<file path="config.mk">
export PLATFORM = sky130hd
export DESIGN_NAME = controle_multiciclo
export DESIGN_NICKNAME = d
export VERILOG_FILES = /design/src/rtl/controle_multiciclo.sv
export SDC_FILE = /design/constraint.sdc
export NUM_CORES = 1
export LEC_CHECK = 0
export ABC_CLOCK_PERIOD_IN_PS = 2100
export CAP_MARGIN = 20
export CELL_PAD_IN_SITES_DETAIL_PLACEMENT = 0
export CELL_PAD_IN_SITES_GLOBAL_PLACEMENT = 1
export CORE_MARGIN = 2
export CORE_UTILIZATION = 35
export DETAILED_ROUTE_END_ITERATION = 16
export MAX_ROUTING_LAYER = met4
export PLACE_DENSITY = 0.91
export SLEW_MARGIN = 20
export SYNTH_ARGS = -nofsm -noshare
export SYNTH_HDL_FRONTEND = slang
export SYNTH_SLANG_ARGS = --single-unit
export TNS_END_PERCENT = 100
</file>
<file path="constraint.sdc">
create_clock -name clk -period 2.1 [get_ports clk]
set_input_delay 0.42 -clock clk [delete_from_list [all_inputs] [get_ports clk]]
set_output_delay 0.42 -clock clk [all_outputs]
set_load 0.03 [all_outputs]
</file>
<file path="src/rtl/controle_multiciclo.sv">
// Multi-cycle RISC-V style control FSM: drives datapath strobes/selects,
// bounds each memory wait with TIMEOUT and counts retired instructions.
module controle_multiciclo #(
  parameter int TIMEOUT = 16
) (
  input  logic        clk,
  input  logic        rst,
  input  logic [6:0]  opcode,
  input  logic        zero,
  input  logic        mem_ready,
  output logic        pc_write,
  output logic        ir_write,
  output logic        reg_write,
  output logic        mem_read,
  output logic        mem_write,
  output logic        iord,
  output logic        mem_to_reg,
  output logic        pc_src,
  output logic [1:0]  alu_src_a,
  output logic [1:0]  alu_src_b,
  output logic [1:0]  alu_op,
  output logic [3:0]  estado,
  output logic        parado,
  output logic [1:0]  erro,
  output logic [31:0] instr_count
);

  localparam int WW = (TIMEOUT < 1) ? 1 : $clog2(TIMEOUT + 1);

  localparam logic [6:0] OP_LOAD   = 7'b0000011;
  localparam logic [6:0] OP_STORE  = 7'b0100011;
  localparam logic [6:0] OP_RTYPE  = 7'b0110011;
  localparam logic [6:0] OP_ITYPE  = 7'b0010011;
  localparam logic [6:0] OP_BRANCH = 7'b1100011;

  typedef enum logic [3:0] {
    S_FETCH    = 4'd0,
    S_DECODE   = 4'd1,
    S_MEMADR   = 4'd2,
    S_MEMREAD  = 4'd3,
    S_MEMWB    = 4'd4,
    S_MEMWRITE = 4'd5,
    S_EXEC_R   = 4'd6,
    S_EXEC_I   = 4'd7,
    S_ALUWB    = 4'd8,
    S_BRANCH   = 4'd9,
    S_HALT     = 4'd10
  } state_t;

  state_t        state_q, state_d;
  logic [WW-1:0] wait_q, wait_d;
  logic [31:0]   cnt_q, cnt_d;
  logic [1:0]    erro_q, erro_d;
  logic          timed_out;
  logic          wait_state;

  always_ff @(posedge clk) begin
    if (rst) begin
      state_q <= S_FETCH;
      wait_q  <= '0;
      cnt_q   <= '0;
      erro_q  <= 2'b00;
    end else begin
      state_q <= state_d;
      wait_q  <= wait_d;
      cnt_q   <= cnt_d;
      erro_q  <= erro_d;
    end
  end

  // mem_ready in the TIMEOUT cycle still completes the access
  assign timed_out  = (wait_q == WW'(TIMEOUT)) && !mem_ready;
  assign wait_state = (state_q == S_FETCH) || (state_q == S_MEMREAD) ||
                      (state_q == S_MEMWRITE);

  always_comb begin
    state_d    = state_q;
    cnt_d      = cnt_q;
    erro_d     = erro_q;
    wait_d     = wait_q;
    pc_write   = 1'b0;
    ir_write   = 1'b0;
    reg_write  = 1'b0;
    mem_read   = 1'b0;
    mem_write  = 1'b0;
    iord       = 1'b0;
    mem_to_reg = 1'b0;
    pc_src     = 1'b0;
    alu_src_a  = 2'b00;
    alu_src_b  = 2'b00;
    alu_op     = 2'b00;

    case (state_q)
      S_FETCH: begin
        if (timed_out) begin
          state_d = S_HALT;
          erro_d  = 2'b10;
        end else begin
          mem_read  = 1'b1;
          alu_src_b = 2'b01;
          if (mem_ready) begin
            ir_write = 1'b1;
            pc_write = 1'b1;
            state_d  = S_DECODE;
          end
        end
      end
      S_DECODE: begin
        alu_src_a = 2'b01;
        alu_src_b = 2'b10;
        case (opcode)
          OP_LOAD, OP_STORE: state_d = S_MEMADR;
          OP_RTYPE:          state_d = S_EXEC_R;
          OP_ITYPE:          state_d = S_EXEC_I;
          OP_BRANCH:         state_d = S_BRANCH;
          default: begin
            state_d = S_HALT;
            erro_d  = 2'b01;
          end
        endcase
      end
      S_MEMADR: begin
        alu_src_a = 2'b10;
        alu_src_b = 2'b10;
        state_d   = (opcode == OP_LOAD) ? S_MEMREAD : S_MEMWRITE;
      end
      S_MEMREAD: begin
        if (timed_out) begin
          state_d = S_HALT;
          erro_d  = 2'b10;
        end else begin
          iord     = 1'b1;
          mem_read = 1'b1;
          if (mem_ready) state_d = S_MEMWB;
        end
      end
      S_MEMWB: begin
        reg_write  = 1'b1;
        mem_to_reg = 1'b1;
        state_d    = S_FETCH;
        cnt_d      = cnt_q + 32'd1;
      end
      S_MEMWRITE: begin
        if (timed_out) begin
          state_d = S_HALT;
          erro_d  = 2'b10;
        end else begin
          iord      = 1'b1;
          mem_write = 1'b1;
          if (mem_ready) begin
            state_d = S_FETCH;
            cnt_d   = cnt_q + 32'd1;
          end
        end
      end
      S_EXEC_R: begin
        alu_src_a = 2'b10;
        alu_op    = 2'b10;
        state_d   = S_ALUWB;
      end
      S_EXEC_I: begin
        alu_src_a = 2'b10;
        alu_src_b = 2'b10;
        alu_op    = 2'b10;
        state_d   = S_ALUWB;
      end
      S_ALUWB: begin
        reg_write = 1'b1;
        state_d   = S_FETCH;
        cnt_d     = cnt_q + 32'd1;
      end
      S_BRANCH: begin
        alu_src_a = 2'b10;
        alu_op    = 2'b01;
        pc_src    = 1'b1;
        pc_write  = zero;
        state_d   = S_FETCH;
        cnt_d     = cnt_q + 32'd1;
      end
      S_HALT: ;
      default: state_d = S_FETCH;
    endcase

    if (state_d != state_q)
      wait_d = '0;
    else if (wait_state && !mem_ready)
      wait_d = wait_q + 1'b1;

    // an access interrupted by reset must not commit anything
    if (rst) begin
      pc_write   = 1'b0;
      ir_write   = 1'b0;
      reg_write  = 1'b0;
      mem_read   = 1'b0;
      mem_write  = 1'b0;
      iord       = 1'b0;
      mem_to_reg = 1'b0;
      pc_src     = 1'b0;
      alu_src_a  = 2'b00;
      alu_src_b  = 2'b00;
      alu_op     = 2'b00;
    end
  end

  assign estado      = state_q;
  assign parado      = (state_q == S_HALT);
  assign erro        = erro_q;
  assign instr_count = cnt_q;

endmodule

</file>
; Word level (Yosys, flattened, before mapping)
; Cells that the tools add are included.
; W data, S select, Z words.
[totals]
register_bits = 43
in_bits = 11
out_inout_bits = 53
wordCells = 89
[classes]
add_sub_neg = 2
n_eq_ne = 21
mux = 41
n_reduce_logical = 21
[op_table]
columns = operator, count
row1 = $mux W32, 2
row2 = $pmux W32 S2, 1
row3 = $add A32 B1 Y32 const B, 1
row4 = $pmux W4 S7, 1
row5 = $mux W4, 6
row6 = $mux W1, 19
row7 = $eq A4 B3 Y1 const B, 4
row8 = $pmux W2 S2, 4
row9 = $pmux W4 S4, 1
row10 = $eq A7 B6 Y1 const B, 2
row11 = $eq A4 B4 Y1 const B, 3
row12 = $reduce_or A2 Y1, 6
row13 = $mux W2, 5
row14 = $reduce_or A3 Y1, 3
row15 = $eq A4 B2 Y1 const B, 2
row16 = $eq A7 B2 Y1 const B, 1
row17 = $eq A7 B5 Y1 const B, 1
row18 = $eq A7 B7 Y1 const B, 1
row19 = $ne A2 B2 Y1 const B, 3
row20 = $reduce_and A3 Y1, 2
row21 = $add A5 B1 Y5 const B, 1
row22 = $eq A5 B5 Y1 const B, 1
row23 = $reduce_or A5 Y1, 1
row24 = $eq A4 B1 Y1 const B, 1
row25 = other kinds (10), 13

; Longest topological paths before layout
[logic_depth]
depth_word = 6
ltp_mapped = 7
ltp_nobuf = 7

; Worst setup path after synthesis
; No wires, ideal clock.
[synth_path]
path_type = reg2out
from = register state_q[1] (netlist: estado[1])
to = output port alu_src_b[1]
t_arrival_ns = 2.834
t_required_ns = 1.680
path_slack_ns = -1.154
stages_incl_launch_ff = 5
path_buffers = 2
path_cell_list = dfxtp_1 clkbuf_1 clkbuf_1 nand2_1 a2111oi_0
[synth_between]
elab_chain_cells = 4
word_cells_on_any_way = 7
classes_between = eq/ne (3) / mux (2) / reduce/logical (2)
[synth_lines]
columns = item, line
row1 = from (decl), 50  ; state_t state_q, state_d;
row2 = from (signal assigned), 64  ; state_q <= state_d;
row3 = $eq A4 B1 Y1 (tied with other cells), 93  ; case (state_q)
row4 = $reduce_or A3 Y1 (no line), -
row5 = $pmux W2 S2 *, 93
row6 = $mux W2 *, 190  ; if (rst) begin
row7 = to (decl), 20  ; output logic [1:0] alu_src_b,
; Mark *: on every way between the ends. The rest lies on a longest branch, timed or not.

; Worst setup path after layout
[layout_path]
from = register state_q[1] (netlist: estado[1])
to = output port alu_src_a[0]
[layout_between]
elab_chain_cells = 4
word_cells_on_any_way = 8
classes_between = eq/ne (5) / mux (2) / reduce/logical (1)
[layout_lines]
columns = item, line
row1 = $eq A4 B4 Y1 (tied with other cells), 93
row2 = $reduce_or A4 Y1 (no line), -
row3 = $pmux W2 S2 *, 93
row4 = $mux W2 *, 190
row5 = to (decl), 19  ; output logic [1:0] alu_src_a,
; Marked as above.

==> results.env <==
FIN_CRIT_SH_PCT=98.3
ANTENNA_VIOLATIONS_BEFORE_REPAIR=0
SYNTH_EDF_COUNT=0
DIE_AREA_SQ_UM=7610
POST_SYN_NETS=325
REGAREA_SQ_UM=878
DATA_REQUIRED_TIME_OF_THE_CRITICAL_PATH_PS=1680
YS_DOMINANT_REG_CELL='dfxtp_1'
STATUS='finished clean'
GLOBAL_ROUTE_WIRE_LENGTH_BEFORE_REPAIR_UM=11600
ANTENNA-DIODE-COUNT=0
HOLDCRITPATHCLASS='flip-flop to flip-flop'
POSTCTSHOLDBUFS=0
WORST_HOLD_SLACK_PS=496
POST-LAYOUT-TOTAL-POWER_uW=2160
CTS_TREE='done'
POST_ROUTE_CELLS_DRIVE_ABOVE_1_SHARE_PCT=26.2
MAXIMUM_NUMBER_OF_PINS_ON_ONE_NET_BEFORE_GLOBAL_ROUTE_REPAIR=35
PLACEMENT_ROWS=30
PLACEABLE_CORE_REGION_SQ_UM=6760
PLACED_WIRE_LENGTH_ESTIMATE_UM=5310
DRC_ERRORS=0
MAX-CLOCK-PATH-BUFFERS=2
POWER.DENSITY_nW_PER_UM2=573
CELLLEAKAGEPOWER_uW=0.00131
AREA_GROWTH_PCT=55.0
NFILLCELLS=617
YS_ASYNC_SR_FRACTION_PCT=0
FINAL_NET_COUNT=436
CP_MAX_FO=6
IOS=64
SYN_WARNINGS=0
REPORT.FINAL.SLEW_VIOL_COUNT=0
YS_TYPES=49
PEAKVDDDROP_mV=0.375
SLEW-LIMIT-HEADROOM_PCT=68.7
ROUTE.DETAILED.WL_PER_INST_UM=14.6
SYNTH_SEQUENTIAL_AREA_RATIO_PCT=35.5
FINALSETUPVIOLATIONS=0
COUNT_OF_STATE_ELEMENTS_AFTER_SYNTHESIS=43
CP.ARRIVAL_PS=1640
DETAIL_ROUTE.VIAS_PER_CELL=5.43
CLK_ROOT_BUF='clkbuf_8'
DRT_FIRST_ITER_VIOLATIONS=96
WORSTSETUPENDPOINTTYPE='primary output'
ROUTABILITYCONGESTION=0.930
FINAL_CELL_MIX='buf_4, clkdlybuf4s50_1, nor2_1, dfxtp_1, a21oi_1'
BUFFER_PORTS.INSERTED=63
HOLD_VIOLATIONS=0
WIRELENGTH_UM=7350
CRITPATHKIND='flip-flop to primary output'
FIRSTDRTPASSITERS=4
DIE-WIDTH_UM=87.3
POST-ROUTE-UTIL_PCT=55.6
NUMBER_OF_GLOBAL_ROUTE_VIAS_BEFORE_REPAIR=2498
SYNTHCELLS=311
CTS.CLK_SLEW.WORST_PATHS_PS=80
CHIPHEIGHT_UM=87.3
HTREE_DEPTH=2
FINALCRITICALPERIOD_PS=2060
POSTROUTEANTENNANETS=0
MOSTFREQUENTLAYOUTCELL='buf_4'
DRV.MAX_CAP_VIOLATION_COUNT=0
SYNTH_AREA_PER_CELL_SQ_UM=7.80
GR-USAGE-ALL-LAYERS_PCT=19.5
VIAS=2731
CLOCK_SKEWS_PS=4.69
INITIAL_UTILIZATION_PCT=35.9
WORST-SLEW-PIN-TRANSITION_PS=466
START_KIND='flip-flop'
MAPPEDNETLISTAREA_SQ_UM=2430
INSERTION_DELAY_PS=300
GLOBALROUTE.TOTALOVERFLOW=0
MULTIINPUTGATEAREA_SQ_UM=1620
CTS.SINKS=43
UPPER_CLOCK_FREQUENCY_LIMIT_MHz=485
TRITONCTS.NUM_BUFFERS=5
## kinds of logic after synthesis
logic type | synth area share, %
buf+inv | 4.44
xor+xnor | 6.50
compound gates | 19.1
flops | 35.5
mux | 0.928
simple gates | 32.0
fa+ha+maj | 1.55
## where the power goes
| part | total [uW] | switching (uW) | internal (uW) |
|---|---|---|---|
| registers | 878 | 36.1 | 842 |
| logic | 743 | 407 | 336 |
| clock network | 534 | 301 | 233 |
## synth_stat cells (3+ instances only)
cell,number,area [sq um]
inv_1,10,37.5
nor4_1,6,37.5
or3_1,18,113
o21ai_0,18,90.1
a21oi_1,28,140
or4_1,4,30.0
dfxtp_1,43,861
clkbuf_1,10,37.5
o21bai_1,3,22.5
nand3_1,9,45.0
nand2b_1,8,50.1
nor3_1,12,60.1
xor2_1,8,70.1
xnor2_1,10,87.6
nand4_1,15,93.8
nand2_1,18,67.6
o31ai_1,6,45.0
nor2_1,40,150
nor2b_1,5,31.3
ha_1,3,37.5
## routing by layer
metal | up-vias | track usage [%] | wire length [um]
met3 | 12 | 2.84 | 367
met5 | - | - | 0
li1 | 1344 | - | -
met4 | 0 | 6.71 | 114
met1 | 1284 | 25.1 | 3320
met2 | 91 | 31.4 | 3550
## worst paths after layout
path                        start         endpoint  slack (ps)  depth (start not counted)
hold / removal    instr_count[31]  instr_count[31]         500                          2
hold reg to reg   instr_count[31]  instr_count[31]         500                          2
setup reg to reg        wait_q[1]        wait_q[4]         140                          9
setup / recovery        estado[1]     alu_src_a[0]          40                          4
## registers in the layout, summed over array words and instances (netlist names)
register / cells
instr_count: 32
wait_q: 5
estado: 4
erro: 2
## timing repair
action / CTS / global route
buffers inserted: 4 / 6
gates resized for setup: 18 / 15
pin swaps: 1 / 7
setup endpoints to repair: 11 / 13
gates cloned: 0 / 0
## metrics by stage
| stage | setup TNS, ps | instances | setup WS, ps | cell area, sq um |
|---|---|---|---|---|
| final | 0 | 503 | 36.1 | 3760 |
| after global routing | -7.53 | 503 | -5.49 | 3760 |
| after CTS | 0 | 498 | 0.858 | 3650 |
| after detailed placement | -2060 | 486 | -139 | 3490 |
| after global placement | -1060 | 486 | -82.6 | 3490 |
| after floorplan | -212 | 311 | -212 | 2500 |
## area by class of cell
type / count / share of cell area [%]
clock buffers: 6 / 1.93
clock inverters: 2 / 0.333
inverters: 12 / 1.20
multi-input cells: 241 / 43.1
flip-flops and latches: 43 / 23.4
well taps: 80 / 2.66
repair buffers: 119 / 27.4
## critical path, stage by stage, from the launching register on
cell     delay, ps
dfxtp_4        370
buf_4          160
or4b_4         530
nor2_4         150
buf_6          140
Note: power is estimated with default switching activity, not from simulation.
